==> config.mk <==
export PLATFORM = sky130hd
export DESIGN_NAME = freq_display_driver
export DESIGN_NICKNAME = d
export VERILOG_FILES = /design/src/rtl/freq_display_driver.sv
export SDC_FILE = /design/constraint.sdc
export NUM_CORES = 1
export LEC_CHECK = 0
export ABC_AREA = 1
export ABC_CLOCK_PERIOD_IN_PS = 5580
export BUFFER_PORTS_ARGS = -buffer_cell sky130_fd_sc_hd__buf_2
export CORE_AREA = 2 2 105 107
export DETAILED_ROUTE_END_ITERATION = 7
export DIE_AREA = 0 0 107 109
export GPL_TIMING_DRIVEN = 1
export PLACE_DENSITY = 0.67
export SYNTH_ARGS = -nofsm -noshare
export SYNTH_HDL_FRONTEND = slang
export SYNTH_SLANG_ARGS = --single-unit
==> constraint.sdc <==
create_clock -name clk -period 5.58 [get_ports clk]
set_clock_uncertainty 0.1 [all_clocks]
set_input_delay 1.116 -clock clk [delete_from_list [all_inputs] [get_ports clk]]
set_output_delay 1.116 -clock clk [all_outputs]
set_load 0.05 [all_outputs]
==> src/rtl/freq_display_driver.sv <==
`default_nettype none
// ============================================================================
//  Module   : freq_display_driver
//  Purpose  : Converts a 12-bit binary frequency value to 4-digit BCD using a
//             sequential double-dabble converter, then drives a multiplexed
//             4-digit common-anode 7-segment display with leading-zero
//             blanking.
//  Ports    : clk        - system clock, rising-edge active
//             rst_n      - asynchronous active-low reset
//             bnum[11:0] - unsigned binary value to display
//             bcd[15:0]  - last converted value, 4 BCD digits ([3:0] = units)
//             bcd_valid  - one-cycle pulse when bcd updates
//             busy       - high while a conversion is in progress
//             an[3:0]    - active-low digit enables, an[0] = units
//             seg[6:0]   - active-low segments {g,f,e,d,c,b,a}
//             dp         - active-low decimal point, held off
//  Revision : 1.0 - initial release
// ============================================================================
module freq_display_driver #(
    parameter int SCAN_DIV = 50000
) (
    input  logic        clk,
    input  logic        rst_n,
    input  logic [11:0] bnum,
    output logic [15:0] bcd,
    output logic        bcd_valid,
    output logic        busy,
    output logic [3:0]  an,
    output logic [6:0]  seg,
    output logic        dp
);

    // ------------------------------------------------------------------
    // Constants
    // ------------------------------------------------------------------
    localparam logic [1:0]  S_IDLE  = 2'd0;
    localparam logic [1:0]  S_SHIFT = 2'd1;
    localparam logic [1:0]  S_DONE  = 2'd2;

    // The counter holds the index of the shift being performed this cycle,
    // so the twelfth shift happens while it reads 11.
    localparam logic [3:0]  c_last_shift = 4'd11;
    localparam logic [15:0] c_div_max    = 16'(SCAN_DIV - 1);

    // ------------------------------------------------------------------
    // Converter state
    // ------------------------------------------------------------------
    logic [1:0]  r_state;
    logic [1:0]  w_next_state;
    logic [11:0] r_sr;       // binary bits still to be shifted in
    logic [15:0] r_acc;      // BCD accumulator, never visible on the display
    logic [3:0]  r_cnt;
    logic [11:0] r_cap;      // value being converted
    logic [11:0] r_last;     // value currently shown on bcd
    logic        r_force;    // forces one conversion after reset

    logic        w_change;
    logic        w_start;
    logic        w_shift;
    logic        w_done;
    logic [15:0] w_adj;
    logic [27:0] w_shifted;

    // Compare against the live input only in IDLE; changes during a
    // conversion are picked up on the first IDLE cycle that follows.
    assign w_change = (bnum != r_last) || r_force;

    // ------------------------------------------------------------------
    // FSM: state register
    // ------------------------------------------------------------------
    always_ff @(posedge clk or negedge rst_n) begin
        if (!rst_n) begin
            r_state <= S_IDLE;
        end else begin
            r_state <= w_next_state;
        end
    end

    // ------------------------------------------------------------------
    // FSM: next-state logic
    // ------------------------------------------------------------------
    always_comb begin
        w_next_state = r_state;
        case (r_state)
            S_IDLE: begin
                if (w_change) begin
                    w_next_state = S_SHIFT;
                end
            end
            S_SHIFT: begin
                if (r_cnt == c_last_shift) begin
                    w_next_state = S_DONE;
                end
            end
            S_DONE: begin
                w_next_state = S_IDLE;
            end
            default: begin
                w_next_state = S_IDLE;
            end
        endcase
    end

    // ------------------------------------------------------------------
    // FSM: output decode (datapath strobes)
    // ------------------------------------------------------------------
    always_comb begin
        w_start = 1'b0;
        w_shift = 1'b0;
        w_done  = 1'b0;
        case (r_state)
            S_IDLE:  w_start = w_change;
            S_SHIFT: w_shift = 1'b1;
            S_DONE:  w_done  = 1'b1;
            default: begin
                w_start = 1'b0;
            end
        endcase
    end

    // ------------------------------------------------------------------
    // Double-dabble step: correct each nibble >= 5 before the shift so it
    // carries correctly into the next decade after doubling.
    // ------------------------------------------------------------------
    for (genvar i = 0; i < 4; i++) begin : g_adj
        assign w_adj[4*i +: 4] = (r_acc[4*i +: 4] >= 4'd5) ?
                                 (r_acc[4*i +: 4] + 4'd3) : r_acc[4*i +: 4];
    end

    // The accumulator MSB is discarded: for a 12-bit input the result tops
    // out at 0x4095, so bit 15 of the adjusted value is always zero.
    assign w_shifted = {w_adj[14:0], r_sr, 1'b0};

    // ------------------------------------------------------------------
    // Converter datapath
    // ------------------------------------------------------------------
    always_ff @(posedge clk or negedge rst_n) begin
        if (!rst_n) begin
            r_sr      <= 12'd0;
            r_acc     <= 16'd0;
            r_cnt     <= 4'd0;
            r_cap     <= 12'd0;
            r_last    <= 12'd0;
            r_force   <= 1'b1;
            bcd       <= 16'd0;
            busy      <= 1'b0;
            bcd_valid <= 1'b0;
        end else begin
            bcd_valid <= w_done;
            if (w_start) begin
                r_sr  <= bnum;
                r_cap <= bnum;
                r_acc <= 16'd0;
                r_cnt <= 4'd0;
                busy  <= 1'b1;
            end else if (w_shift) begin
                r_acc <= w_shifted[27:12];
                r_sr  <= w_shifted[11:0];
                r_cnt <= r_cnt + 4'd1;
            end else if (w_done) begin
                bcd     <= r_acc;
                r_last  <= r_cap;
                r_force <= 1'b0;
                busy    <= 1'b0;
            end
        end
    end

    // ------------------------------------------------------------------
    // Display scan
    // ------------------------------------------------------------------
    logic [15:0] r_presc;
    logic [1:0]  r_digit;
    logic        w_wrap;
    logic [1:0]  w_digit_next;
    logic [1:0]  w_msd;
    logic [3:0]  w_nibble;
    logic [6:0]  w_seg_next;

    function automatic logic [6:0] seg_decode(input logic [3:0] d);
        logic [6:0] s;
        case (d)
            4'd0:    s = 7'b1000000;
            4'd1:    s = 7'b1111001;
            4'd2:    s = 7'b0100100;
            4'd3:    s = 7'b0110000;
            4'd4:    s = 7'b0011001;
            4'd5:    s = 7'b0010010;
            4'd6:    s = 7'b0000010;
            4'd7:    s = 7'b1111000;
            4'd8:    s = 7'b0000000;
            4'd9:    s = 7'b0010000;
            default: s = 7'h7F;     // non-decimal nibble: blank
        endcase
        return s;
    endfunction

    assign w_wrap       = (r_presc == c_div_max);
    assign w_digit_next = w_wrap ? (r_digit + 2'd1) : r_digit;

    // Most-significant nonzero digit; zero selects the units digit so the
    // units position is never blanked.
    always_comb begin
        w_msd = 2'd0;
        if (bcd[15:12] != 4'd0) begin
            w_msd = 2'd3;
        end else if (bcd[11:8] != 4'd0) begin
            w_msd = 2'd2;
        end else if (bcd[7:4] != 4'd0) begin
            w_msd = 2'd1;
        end
    end

    // an and seg are loaded from the digit index they will display, so the
    // enable and the pattern always change on the same edge. The display
    // reads only the committed bcd register; a bcd update becomes visible
    // on the following seg load.
    assign w_nibble   = bcd[{w_digit_next, 2'b00} +: 4];
    assign w_seg_next = (w_digit_next > w_msd) ? 7'h7F : seg_decode(w_nibble);

    always_ff @(posedge clk or negedge rst_n) begin
        if (!rst_n) begin
            r_presc <= 16'd0;
            r_digit <= 2'd0;
            an      <= 4'b1110;
            seg     <= 7'b1000000;
        end else begin
            r_presc <= w_wrap ? 16'd0 : (r_presc + 16'd1);
            r_digit <= w_digit_next;
            an      <= ~(4'b0001 << w_digit_next);
            seg     <= w_seg_next;
        end
    end

    assign dp = 1'b1;

endmodule
`default_nettype wire

Word-level counts from Yosys, hierarchy flattened
Memory sizes are Yosys's and may differ from the RTL's.
Cells that the tools add are included.
{"block": "totals", "regBits": 106, "rom_bits": 112, "input_bits": 14, "elab_cells": 75, "n_memories": 1}
{"block": "op_classes", "add_sub_neg": 7, "magnitude_cmp": 5, "eq_ne": 8, "n_shift": 2, "muxes": 25, "bitwise": 3, "n_reduce_logical": 10}
{"memory": "(name not given)", "depth": 16, "word_bits": 7, "rd": 1, "rd_ports_with_merged_regs": 0, "wr": 0, "line": "182", "rtl": "case (d)"}
{"cell": "two-way mux 16 bit", "count": 3}
{"cell": "two-way mux 12 bit", "count": 2}
{"cell": "two-way mux 4 bit", "count": 5}
{"cell": "adder 16 x 1 -> 16 bit (second input constant)", "count": 1}
{"cell": "equality test 16 bit (second input constant)", "count": 1}
{"cell": ">= comparator 4 x 3 -> 1 bit (second input constant)", "count": 4}
{"cell": "indexed part select 16 x 5 -> 4 bit", "count": 1}
{"cell": "adder 4 x 2 -> 4 bit (second input constant)", "count": 3}
{"cell": "inequality test 12 bit", "count": 1}
{"cell": "nonzero test 4 bit", "count": 3}
{"cell": "two-way mux 2 bit", "count": 5}
{"cell": "two-way mux 1 bit", "count": 7}
{"cell": "two-way mux 7 bit", "count": 1}
{"cell": "inequality test 2 bit (second input constant)", "count": 3}
{"cell": "adder 4 x 1 -> 4 bit (second input constant)", "count": 1}
{"cell": "equality test 4 bit (second input constant)", "count": 1}
{"cell": "inverter 4 bit", "count": 1}
{"cell": "case mux 2 bit (2 select lines)", "count": 1}
{"cell": "AND reduction 2 bit", "count": 2}
{"cell": "nonzero test 2 bit", "count": 2}
{"cell": "left shift 1 x 2 -> 4 bit (first input constant)", "count": 1}
{"cell": "adder 3 x 2 -> 3 bit (second input constant)", "count": 1}
{"cell": "two-way mux 3 bit", "count": 1}
{"cell": "AND reduction 3 bit", "count": 1}
{"cell": "other kinds (7)", "count": 8}

Logic depth before layout (Yosys ltp)
Gate-level depths: netlist (run 1).
{"block": "depth", "word_depth": 6, "mapped_depth": 18, "mapped_depth_nobuf": 17}

Worst setup path after synthesis (run 1)
OpenSTA, ideal clock, no wires.
{"block": "synth_timing", "path_kind": "in2reg", "from": "input bnum[0]", "to": "register r_acc[13]", "setup_ns": 0.083, "arrival_ns": 2.215, "slack_ns": 3.182, "path_stages": 9, "path_buffers": 1, "cell_sequence": "inv_1 or2_2 nand3_1 nor4_1 nand3_1 nand2_1 nand2_1 buf_2 o21ai_0"}
{"block": "synth_via", "elab_chain_len": 4}
{"item": "start, declared", "line": "24", "rtl": "input logic [11:0] bnum,"}
{"item": "inequality test 12 bit *", "line": "66", "rtl": "assign w_change = (bnum != r_last) || r_force;"}
{"item": "logical OR 1 bit *", "line": "66"}
{"item": "two-way mux 1 bit *", "line": "111", "rtl": "case (r_state)"}
{"item": "two-way mux 16 bit or nonzero test 2 bit (tied branches)"}
{"item": "end signal, assigned", "line": "157", "rtl": "r_acc <= w_shifted[27:12];"}
{"item": "end, declared", "line": "51", "rtl": "logic [15:0] r_acc;"}
Mark *: on every way between the ends. The rest lies on a longest branch, timed or not.
A chain may end at the register's enable or synchronous reset.

Worst setup path after layout (run 1)
{"block": "layout_timing", "from": "input bnum[6]", "to": "register r_acc[8]"}
Same word-level chain as after synthesis.

==> flow_metrics.py, run 1 <==
metrics = {
    "finish": {
        "n_fill_cell": 985,
        "synthToLayoutAreaGrowth_pct": 10.9,
        "antenna_cells": 0,
        "drive_above_1_share": 0.159,
        "postLayoutCoreUtil": 0.540,
        "final_cells": 786,
        "nets": 667,
        "design_area_sq_um": 5720,
    },
    "critical_path": {
        "r2r_setup_slack_ns": 3.12,
        "reg2reg_depth": 11,
        "cp-start-kind": "primary input",
        "r2r_end": "seg[2]",
        "crit_arrival_ns": 2.97,
        "r2r_start": "r_presc[0]",
        "required_ns": 5.76,
        "end_kind": "flip-flop",
        "crit_end": "r_acc[8]",
        "cp_max_fo": 17,
        "crit_start": "bnum[6]",
        "worst-setup-path-type": "in -> reg",
    },
    "global_routing": {
        "grt_pass1_vias": 3945,
        "grt_max_degree": 78,
        "gr-total-overflow": 0,
        "grt.total_usage": 0.193,
        "grt_antenna_before_repair": 0,
        "grt_pass1_wl_microns": 17900,
    },
    "synthesis": {
        "synth_cell_types": 41,
        "ys_warn_count": 0,
        "avgSynthCellArea_sq_um": 8.58,
        "synth_sequential_area_ratio": 0.516,
        "synthCells": 601,
        "synth_nets": 627,
        "synth_area_sq_um": 5160,
        "ys_ff_latch": 106,
    },
    "sta": {
        "hold_violations": 0,
        "slew_viol_final": 0,
        "max_clock_freq_ghz": 0.357,
        "min_period_ns": 2.80,
        "slew-limit-headroom": 0.353,
        "setup_viol": 0,
        "setup_slack_ns": 2.78,
        "fin_setup_tns_ns": 0,
        "holdWs_ns": 0.349,
        "post-route-period-util": 0.502,
        "rsz0062_at_grt": "no",
        "worst_pin_slew_ns": 0.970,
    },
    "floorplan": {
        "boundaryPins": 44,
        "core_sq_um": 10600,
        "dieHeight_microns": 109,
        "die_area_sq_um": 11700,
        "start_util": 0.486,
        "die_x_microns": 107,
        "num_rows": 38,
    },
    "clock_tree": {
        "cts_setup_buffers": 0,
        "cts_tree": "done",
        "ctsResizeCount": 0,
        "clock_latency_ns": 0.37,
        "clockBufferDepth": 2,
        "postCtsHoldBufs": 0,
        "root_buffer": "clkbuf_8",
        "h-tree-depth": 3,
        "cts.clk_slew.worst_paths_ns": 0.10,
        "clkSinkCount": 106,
        "cts_made_buffers": 9,
    },
    "drt": {
        "remaining_drc_errors": 0,
        "wl_per_cell_microns": 12.8,
        "vias": 4018,
        "dr.pass1.iters": 4,
        "ant_nets": 0,
        "drt-total-wl_microns": 10100,
        "drt_iter0_drc": 174,
        "avgViaCountPerCell": 5.11,
    },
    "placed_design": {
        "placed_area_sq_um": 5500,
        "dp_cells": 770,
        "gp_congestion": 0.911,
        "port_buffers": 42,
        "dp_hpwl_microns": 7210,
        "place_ws_ns": 2.40,
    },
    "pwr": {
        "power.density_nw_per_um2": 550,
        "p_leak_nw": 2.98,
        "finalPower_mw": 3.14,
        "ir_drop_mv": 0.348,
    },
    "run": {
        "cap_violations": 0,
    },
    "run_status": {
        "status": "finished, final reports clean",
    },
    "min_path": {
        "min_path_type": "reg -> reg",
    },
}
==> registers in the layout, indices dropped and copies added (netlist names), 2 cells and up <==
register  cells
r_acc        16
an            4
r_digit       2
r_sr         12
r_cnt         4
r_cap        12
bcd          16
r_presc      16
r_last       12
r_state       2
seg           7
==> area by class of cell <==
| cell class | instances | area, sq um | share of cell area |
|---|---|---|---|
| timing repair buffer | 46 | 243 | 0.0424 |
| clock buffer | 9 | 124 | 0.0216 |
| clock inverter | 7 | 100 | 0.0175 |
| sequential | 106 | 2660 | 0.465 |
| multi-input combinational | 406 | 2140 | 0.375 |
| inverter | 72 | 277 | 0.0483 |
| tap | 140 | 175 | 0.0306 |
==> where the power goes <==
part,switching [mW],internal [mW]
clock network,0.270,0.256
logic,0.947,0.426
registers,0.189,1.06
total,1.41,1.74
==> critical path: stages <==
cell and delay [ns]:
buf_2 0.11, inv_1 0.04, nand2_1 0.06, nand2_1 0.05, nor2_1 0.11, nand3_1 0.08
nor4_1 0.16, nand3_1 0.41, nand2_1 0.20, nand2_1 0.33, o21ai_0 0.31
==> how the worst min path moves through the flow <==
stage | depth (start not counted) | slack (ns) | end | startpoint
CTS | 2 | 0.35 | r_force | r_force
finish | 2 | 0.35 | r_force | r_force
floorplan | 2 | 0.32 | r_force | r_force
global route | 2 | 0.37 | r_force | r_force
global placement | 2 | 0.33 | r_force | r_force
detailed placement | 2 | 0.33 | r_force | r_force
==> synth_stat cells <==
cell | count | area [sq um]
nand2_1 | 148 | 556
dfrtp_1 | 101 | 2530
inv_1 | 67 | 251
nand3_1 | 67 | 335
o21ai_0 | 55 | 275
nor2_1 | 38 | 143
a21oi_1 | 18 | 90.1
ha_1 | 12 | 150
xor2_1 | 11 | 96.3
clkbuf_1 | 10 | 37.5
nand2_2 | 9 | 56.3
nand2_4 | 7 | 78.8
nand4_1 | 6 | 37.5
dfstp_2 | 5 | 131
o21ai_1 | 5 | 25.0
buf_2 | 4 | 20.0
nand3_2 | 3 | 30.0
nor3_1 | 3 | 15.0
o22ai_1 | 3 | 18.8
xnor2_1 | 3 | 26.3
clkinv_1 | 2 | 7.51
nand2_8 | 2 | 40.0
nor2_2 | 2 | 12.5
nor2_8 | 2 | 40.0
nor4_1 | 2 | 12.5
a21oi_2 | 1 | 8.76
a21oi_4 | 1 | 16.3
buf_1 | 1 | 3.75
buf_4 | 1 | 7.51
buf_6 | 1 | 11.3
clkinv_2 | 1 | 5.00
clkinv_4 | 1 | 8.76
conb_1 | 1 | 3.75
inv_2 | 1 | 3.75
maj3_2 | 1 | 11.3
nand3_4 | 1 | 17.5
nor3b_1 | 1 | 7.51
o21ai_2 | 1 | 8.76
o21ai_4 | 1 | 16.3
o21bai_1 | 1 | 7.51
or2_2 | 1 | 6.26
==> kinds of logic after synthesis <==
group / Yosys count / synth area share
AO/OA/AOI/OAI: 86 / 0.0905
other: 1 / 0.000727
buffers and inverters: 89 / 0.0691
AND/OR/NAND/NOR: 292 / 0.269
adder cells (fa/ha/maj): 13 / 0.0313
flip-flops: 106 / 0.516
XOR/XNOR: 14 / 0.0238
==> cells in the final DEF (no fill, tap or decap), types with 5 or more instances in the layout <==
| master | netlist | routed |
|---|---|---|
| inv_1 | 67 | 67 |
| o21ai_0 | 55 | 55 |
| ha_1 | 12 | 12 |
| nand2_2 | 9 | 9 |
| nand4_1 | 6 | 6 |
| buf_4 | 1 | 5 |
| nand3_1 | 67 | 67 |
| nor2_1 | 38 | 37 |
| dfrtp_1 | 101 | 101 |
| clkbuf_8 | 0 | 9 |
| o21ai_1 | 5 | 5 |
| xor2_1 | 11 | 11 |
| nand2_1 | 148 | 148 |
| buf_2 | 4 | 41 |
| a21oi_1 | 18 | 18 |
| nand2_4 | 7 | 7 |
| dfstp_2 | 5 | 5 |
==> metal layers <==
layer | routed length (microns) | global-route usage
met1 | 4750 | 0.247
met4 | 187 | 0.0724
met5 | 0 | 0
met3 | 454 | 0.0371
met2 | 4680 | 0.328
No activity file was read; power rests on OpenSTA's default activity.
==> inputs of run 2 (changes only) <==
--- a/config.mk
+++ b/config.mk
@@ -5,14 +5,14 @@
 export SDC_FILE = /design/constraint.sdc
 export NUM_CORES = 1
 export LEC_CHECK = 0
-export ABC_AREA = 1
-export ABC_CLOCK_PERIOD_IN_PS = 5580
+export ABC_AREA = 0
+export ABC_CLOCK_PERIOD_IN_PS = 2550
 export BUFFER_PORTS_ARGS = -buffer_cell sky130_fd_sc_hd__buf_2
 export CORE_AREA = 2 2 105 107
 export DETAILED_ROUTE_END_ITERATION = 7
 export DIE_AREA = 0 0 107 109
 export GPL_TIMING_DRIVEN = 1
-export PLACE_DENSITY = 0.67
+export PLACE_DENSITY = 0.69
 export SYNTH_ARGS = -nofsm -noshare
 export SYNTH_HDL_FRONTEND = slang
 export SYNTH_SLANG_ARGS = --single-unit
==> constraint.sdc (replaced) <==
create_clock -name clk -period 2.55 [get_ports clk]
set_clock_uncertainty 0.1 [all_clocks]
set_input_delay 0.51 -clock clk [delete_from_list [all_inputs] [get_ports clk]]
set_output_delay 0.51 -clock clk [all_outputs]
set_load 0.05 [all_outputs]
==> flow_metrics.py, run 2 <==
metrics = {
    "sta": {
        "slew-limit-headroom": 0.533,
        "min_period_ns": 2.93,
        "setup_viol": 7,
        "fin_setup_tns_ns": -2.34,
        "max_clock_freq_ghz": 0.341,
        "post-route-period-util": 1.15,
        "rsz0062_at_grt": "yes",
        "slew_viol_final": 0,
        "worst_pin_slew_ns": 0.701,
        "holdWs_ns": 0.0213,
        "setup_slack_ns": -0.380,
        "hold_violations": 0,
    },
    "critical_path": {
        "cp_top_family": "simple AND/OR/NAND/NOR gates",
        "required_ns": 2.75,
        "r2r_setup_slack_ns": -0.38,
        "crit_path_top_delay_cell": "or4b_4",
        "r2r_end": "seg[6]",
        "cpPeakStageDelay_ns": 0.53,
        "r2r_start": "r_presc[10]",
        "worst-setup-path-type": "reg -> reg",
        "crit_arrival_ns": 3.13,
        "path_buf_inv": 1,
        "reg2reg_depth": 10,
        "end_kind": "flip-flop",
        "crit_start": "r_presc[10]",
        "cp-start-kind": "flip-flop",
        "path_cells": "or4b_4, or4_4, xnor2_2, inv_1, ha_1, or2_4, nor2_2, a311o_1, nor2_4, a32oi_1",
        "cp.depth": 10,
        "cp_max_fo": 7,
    },
    "floorplan": {
        "core_sq_um": 10600,
        "die_x_microns": 107,
        "boundaryPins": 44,
        "dieHeight_microns": 109,
        "num_rows": 38,
        "start_util": 0.482,
        "die_area_sq_um": 11700,
    },
    "synthesis": {
        "ys_ff_latch": 106,
        "synthMuxAreaShare": 0.101,
        "synthSimpleGateAreaFrac": 0.131,
        "synth_xor_area_frac": 0.0548,
        "synthCells": 470,
        "synth_compound_area_frac": 0.133,
        "synth_cell_types": 52,
        "ys_warn_count": 0,
        "synth_largest_area_cell": "dfrtp_1",
        "synthFlopType": "dfrtp_1",
        "synth_top_family_by_area": "compound AO/OA/AOI/OAI gates",
        "async_flop_share": 1.00,
        "synth_edf_count": 0,
        "ys_top_cells_by_count": "101 x dfrtp_1, 56 x nand2_1, 36 x mux2_2",
        "synth_fa_ha_area_frac": 0.0294,
        "synth_most_common_cell": "dfrtp_1",
        "avgSynthCellArea_sq_um": 10.9,
        "synthTopCellsByArea": "dfrtp_1 49%, mux2_2 7.9%, nand2_1 4.1%",
        "synth.top_cell.area_share": 0.494,
        "synth_area_sq_um": 5110,
        "synth_nets": 496,
        "synth_sequential_area_ratio": 0.520,
    },
    "run_status": {
        "status": "finished, violations left",
        "violations": "setup timing",
    },
    "drt": {
        "drt_iter0_drc": 193,
        "avgViaCountPerCell": 5.32,
        "remaining_drc_errors": 0,
        "dr.pass1.iters": 5,
        "wl_per_cell_microns": 14.4,
        "drt-total-wl_microns": 10200,
        "ant_nets": 0,
        "vias": 3773,
    },
    "finish": {
        "multiInputGateArea_sq_um": 2350,
        "nets": 590,
        "most-common-layout-cells": "101 x dfrtp_1, 62 x buf_4, 56 x nand2_1, 41 x buf_2, 36 x mux2_2",
        "drive_above_1_share": 0.316,
        "antenna_cells": 0,
        "n_fill_cell": 883,
        "synthToLayoutAreaGrowth_pct": 21.6,
        "ff_latch_area_sq_um": 2660,
        "design_area_sq_um": 6220,
        "top_regs": "bcd: 16 flops, r_acc: 16 flops, r_presc: 16 flops",
        "final_common_cell": "dfrtp_1",
    },
    "clock_tree": {
        "root_buffer": "clkbuf_8",
        "clock_latency_ns": 0.38,
        "cts.clk_slew.worst_paths_ns": 0.10,
        "clockBufferDepth": 2,
        "cts_made_buffers": 9,
        "h-tree-depth": 3,
        "clkSinkCount": 106,
        "cts_tree": "done",
    },
    "run": {
        "cap_violations": 0,
    },
    "placed_design": {
        "port_buffers": 42,
        "place_ws_ns": -0.399,
        "placed_area_sq_um": 5970,
        "gp_congestion": 0.797,
        "dp_hpwl_microns": 7540,
    },
    "pwr": {
        "finalPower_mw": 6.84,
        "switching_power_mw": 2.74,
        "ir_drop_mv": 0.549,
        "combPwrFrac": 0.433,
        "p_sw_frac": 0.401,
        "p_seq_frac": 0.398,
        "p_leak_nw": 2.92,
        "power.density_nw_per_um2": 1100,
        "p_int_mw": 4.09,
        "power_frac_clock": 0.169,
    },
    "global_routing": {
        "grt.total_usage": 0.191,
        "grt_pass1_wl_microns": 17700,
        "use_met1": 0.246,
        "met3_usage": 0.0335,
        "grt_max_degree": 48,
        "gr-total-overflow": 0,
        "grt_busiest_layer": "met2",
        "grt_pass1_vias": 3755,
        "grt_antenna_before_repair": 0,
        "grt_util_met2": 0.326,
    },
    "min_path": {
        "min_path_type": "in -> async",
    },
}
[run 2: cell count changes after synthesis, sizes merged, moves of 16 or more]
| cell | previous run | this run |
|---|---|---|
| mux2 | 0 | 36 |
| nand3 | 71 | 3 |
| nand2 | 166 | 56 |
| inv | 68 | 15 |
| nor2 | 42 | 26 |
| o21ai | 62 | 25 |
[run 2: final cells by class]
class	count	share of cell area
sequential	106	0.428
clock buffer	9	0.0199
inverter	15	0.00905
multi-input combinational	325	0.379
timing repair buffer	107	0.121
clock inverter	7	0.0159
tap	140	0.0282
[run 2: power groups by stage]
stage	logic, mW	clock network (mW)	registers, mW
global placement	2.87	0	2.71
global route	3.27	1.26	2.80
detailed placement	2.95	0	2.75
finish	2.96	1.16	2.72
CTS	2.97	1.19	2.71
floorplan	1.61	0	3.24
[run 2: what timing repair did]
action                     in CTS  in global routing
pin swaps                       4                  4
gates resized for setup         2                  4
hold endpoints to repair        0                  0
setup endpoints to repair       7                 10
hold buffers                    0                  0
gates cloned                    0                  0
setup buffers                   0                  0
[run 2: worst reg2reg max path: cells and delay by family, from the launching register on]
| family | cells | cell delay (ns) |
|---|---|---|
| AOI/OAI and AO/OA | 2 | 0.43 |
| xor gates and xnor gates | 1 | 0.16 |
| adders and majority gates | 1 | 0.29 |
| buffers and inverters | 1 | 0.06 |
| DFF | 1 | 0.39 |
| and+or+nand+nor | 5 | 1.42 |
[run 2: per-stage QoR]
step,util,instances
after global placement,0.563,693
after CTS,0.585,709
after global routing,0.587,709
after floorplan,-,470
final,0.587,709
after detailed placement,0.563,693
[run 2: metal layers]
| layer | up-vias | share of wire |
|---|---|---|
| met4 | 0 | 0.017 |
| met2 | 46 | 0.50 |
| met5 | - | 0 |
| met1 | 1858 | 0.46 |
| li1 | 1854 | - |
| met3 | 15 | 0.024 |
[run 2: kinds of logic (layout without fill, tap and decap cells)]
| kind of cell | count (synthesis) | in the layout |
|---|---|---|
| DFF | 106 | 106 |
| adders and majority gates | 12 | 12 |
| xor gates and xnor gates | 32 | 32 |
| buffers and inverters | 39 | 138 |
| other | 1 | 1 |
| and+or+nand+nor | 136 | 136 |
| AOI/OAI and AO/OA | 97 | 97 |
| muxes | 47 | 47 |
[run 2: worst max-delay path by stage]
stage	to	slack [ns]
after global placement	seg[6]	-0.34
after global routing	seg[6]	-0.55
after CTS	seg[4]	-0.40
after floorplan	seg[6]	-0.41
after detailed placement	seg[6]	-0.40
final	seg[6]	-0.38
==> inputs of run 3 (changes only) <==
--- a/config.mk
+++ b/config.mk
@@ -5,7 +5,7 @@
 export SDC_FILE = /design/constraint.sdc
 export NUM_CORES = 1
 export LEC_CHECK = 0
-export ABC_AREA = 0
+export ABC_AREA = 1
 export ABC_CLOCK_PERIOD_IN_PS = 2550
 export BUFFER_PORTS_ARGS = -buffer_cell sky130_fd_sc_hd__buf_2
 export CORE_AREA = 2 2 105 107
==> flow_metrics.py, run 3 (synthesized netlist as in run 1, its figures left out) <==
metrics = {
    "run_status": {
        "status": "finished, final reports clean",
    },
    "run": {
        "cap_violations": 0,
    },
    "critical_path": {
        "r2r_end": "seg[1]",
        "cp_max_fo": 12,
        "crit_path_top_delay_cell": "dfrtp_2",
        "reg2reg_depth": 11,
        "r2r_setup_slack_ns": 0.14,
        "path_cells": "nor2_2, nand2_4, nor2_8, nand2_8, nand2_8, nand2_4, ha_1, nor2_1, maj3_2, a21oi_4, nand2_1",
        "cpPeakStageDelay_ns": 0.44,
        "required_ns": 2.70,
        "end_kind": "flip-flop",
        "cp-start-kind": "flip-flop",
        "r2r_start": "r_presc[11]",
        "worst-setup-path-type": "reg -> reg",
        "crit_arrival_ns": 2.55,
    },
    "sta": {
        "setup_viol": 0,
        "slew-limit-headroom": 0.508,
        "hold_violations": 0,
        "max_clock_freq_ghz": 0.415,
        "setup_slack_ns": 0.143,
        "min_period_ns": 2.41,
        "slew_viol_final": 0,
        "post-route-period-util": 0.944,
        "worst_pin_slew_ns": 0.737,
    },
    "drt": {
        "m1WireLength_microns": 4720,
        "avgViaCountPerCell": 5.01,
        "vias": 4000,
        "remaining_drc_errors": 0,
        "drt_iter0_drc": 166,
        "wl_per_cell_microns": 13.3,
        "dr.pass1.iters": 4,
        "top_layer_used": "met4",
        "dr_wl_met3_microns": 530,
        "ant_nets": 0,
        "drt-total-wl_microns": 10700,
        "route.met2.wl_microns": 5330,
    },
    "floorplan": {
        "boundaryPins": 44,
        "core_sq_um": 10600,
        "die_x_microns": 107,
        "num_rows": 38,
        "start_util": 0.486,
        "die_area_sq_um": 11700,
        "dieHeight_microns": 109,
    },
    "global_routing": {
        "grt_max_degree": 42,
        "grt.total_usage": 0.202,
        "gr-total-overflow": 0,
        "grt_pass1_vias": 3940,
        "grt_pass1_wl_microns": 18500,
        "grt_antenna_before_repair": 0,
    },
    "finish": {
        "postLayoutCoreUtil": 0.549,
        "final_common_cell": "nand2_1",
        "drive_above_1_share": 0.179,
        "most-common-layout-cells": "148 x nand2_1, 98 x dfrtp_1, 67 x inv_1, 67 x nand3_1, 55 x o21ai_0",
        "antenna_cells": 0,
        "synthToLayoutAreaGrowth_pct": 12.8,
        "nets": 680,
        "top_regs": "bcd: 16 flops, r_acc: 16 flops, r_presc: 16 flops",
        "n_fill_cell": 960,
    },
    "placed_design": {
        "place_ws_ns": 0.104,
        "dp_hpwl_microns": 7620,
        "gp_congestion": 0.924,
        "port_buffers": 42,
    },
    "clock_tree": {
        "h-tree-depth": 3,
        "clock_latency_ns": 0.38,
        "root_buffer": "clkbuf_8",
        "clockBufferDepth": 2,
        "cts_tree": "done",
        "cts_made_buffers": 9,
        "cts.clk_slew.worst_paths_ns": 0.11,
        "clkSinkCount": 106,
    },
    "pwr": {
        "p_leak_nw": 3.03,
        "ir_drop_mv": 0.660,
        "power.density_nw_per_um2": 1160,
    },
    "min_path": {
        "hold_path_end": "r_cap[10]",
        "worstHoldStart": "bnum[10]",
        "min_path_type": "in -> reg",
        "holdPathStages": 3,
    },
}
-- run 3: changes by cell type in the layout (fill, tap and decap cells not counted), moves of 7 or more --
cell / before / now
nand3_1: 3 / 67
nand2_2: 0 / 9
buf_4: 62 / 15
a21o_1: 15 / 0
o21ai_0: 22 / 55
mux2i_1: 11 / 0
nand2_1: 56 / 148
a22o_1: 12 / 0
nor2_1: 24 / 37
mux2_2: 36 / 0
inv_1: 15 / 67
nand2_4: 0 / 7
xor2_1: 24 / 11
-- run 3: layout make-up --
type	count	area (sq um)	area share
Clock buffer	10	128	0.0219
Clock inverter	6	52.6	0.00903
Inverter	72	277	0.0475
Multi-Input combinational cell	406	2150	0.370
Sequential cell	106	2660	0.458
Tap cell	140	175	0.0301
Timing Repair Buffer	59	368	0.0632
-- run 3: stage by stage --
step | power, mW | hold WS [ns] | TNS [ns] | instances | area [sq um]
after global placement | 5.71 | 0.335 | 0 | 774 | 5550
after detailed placement | 5.83 | 0.349 | 0 | 774 | 5550
after floorplan | 5.03 | 0.114 | 0 | 601 | 5160
after CTS | 6.81 | 0.284 | 0 | 791 | 5740
after global routing | 7.37 | 0.302 | -0.00502 | 799 | 5820
final | 6.77 | 0.310 | 0 | 799 | 5820
-- run 3: critical path, delay by kind of cell (launching register included) --
family	cells	cell delay, ns
DFF	1	0.44
adders and majority gates	2	0.64
and+or+nand+nor	8	0.87
AOI/OAI and AO/OA	1	0.20
-- run 3: worst max path at each step --
stage | startpoint | to | slack, ns | depth (start not counted)
after floorplan | r_presc[0] | seg[0] | 0.23 | 12
after global placement | r_presc[0] | seg[1] | 0.21 | 11
after detailed placement | r_presc[0] | seg[1] | 0.10 | 11
after CTS | r_presc[0] | seg[1] | 0.09 | 11
after global routing | r_presc[0] | seg[3] | -0.005 | 16
final | r_presc[11] | seg[1] | 0.14 | 11
-- run 3: repair_timing --
action / CTS / global route
setup buffers: 0 / 8
gates resized for setup: 0 / 5
hold buffers: 1 / 0
endpoints found under the hold margin: 21 / 0
setup endpoints to repair: 0 / 5
-- run 3: layer usage --
layer | up-vias | global-route usage
li1 | 2028 | -
met4 | 0 | 0.0538
met5 | - | 0
met2 | 85 | 0.353
met3 | 6 | 0.0568
met1 | 1881 | 0.247
-- run 3: power breakdown --
part           total [mW]  internal [mW]  switching, mW
sequential           2.74           2.31          0.427
clock               0.961          0.367          0.594
combinational        3.07          0.980           2.09
total                6.77           3.66           3.11
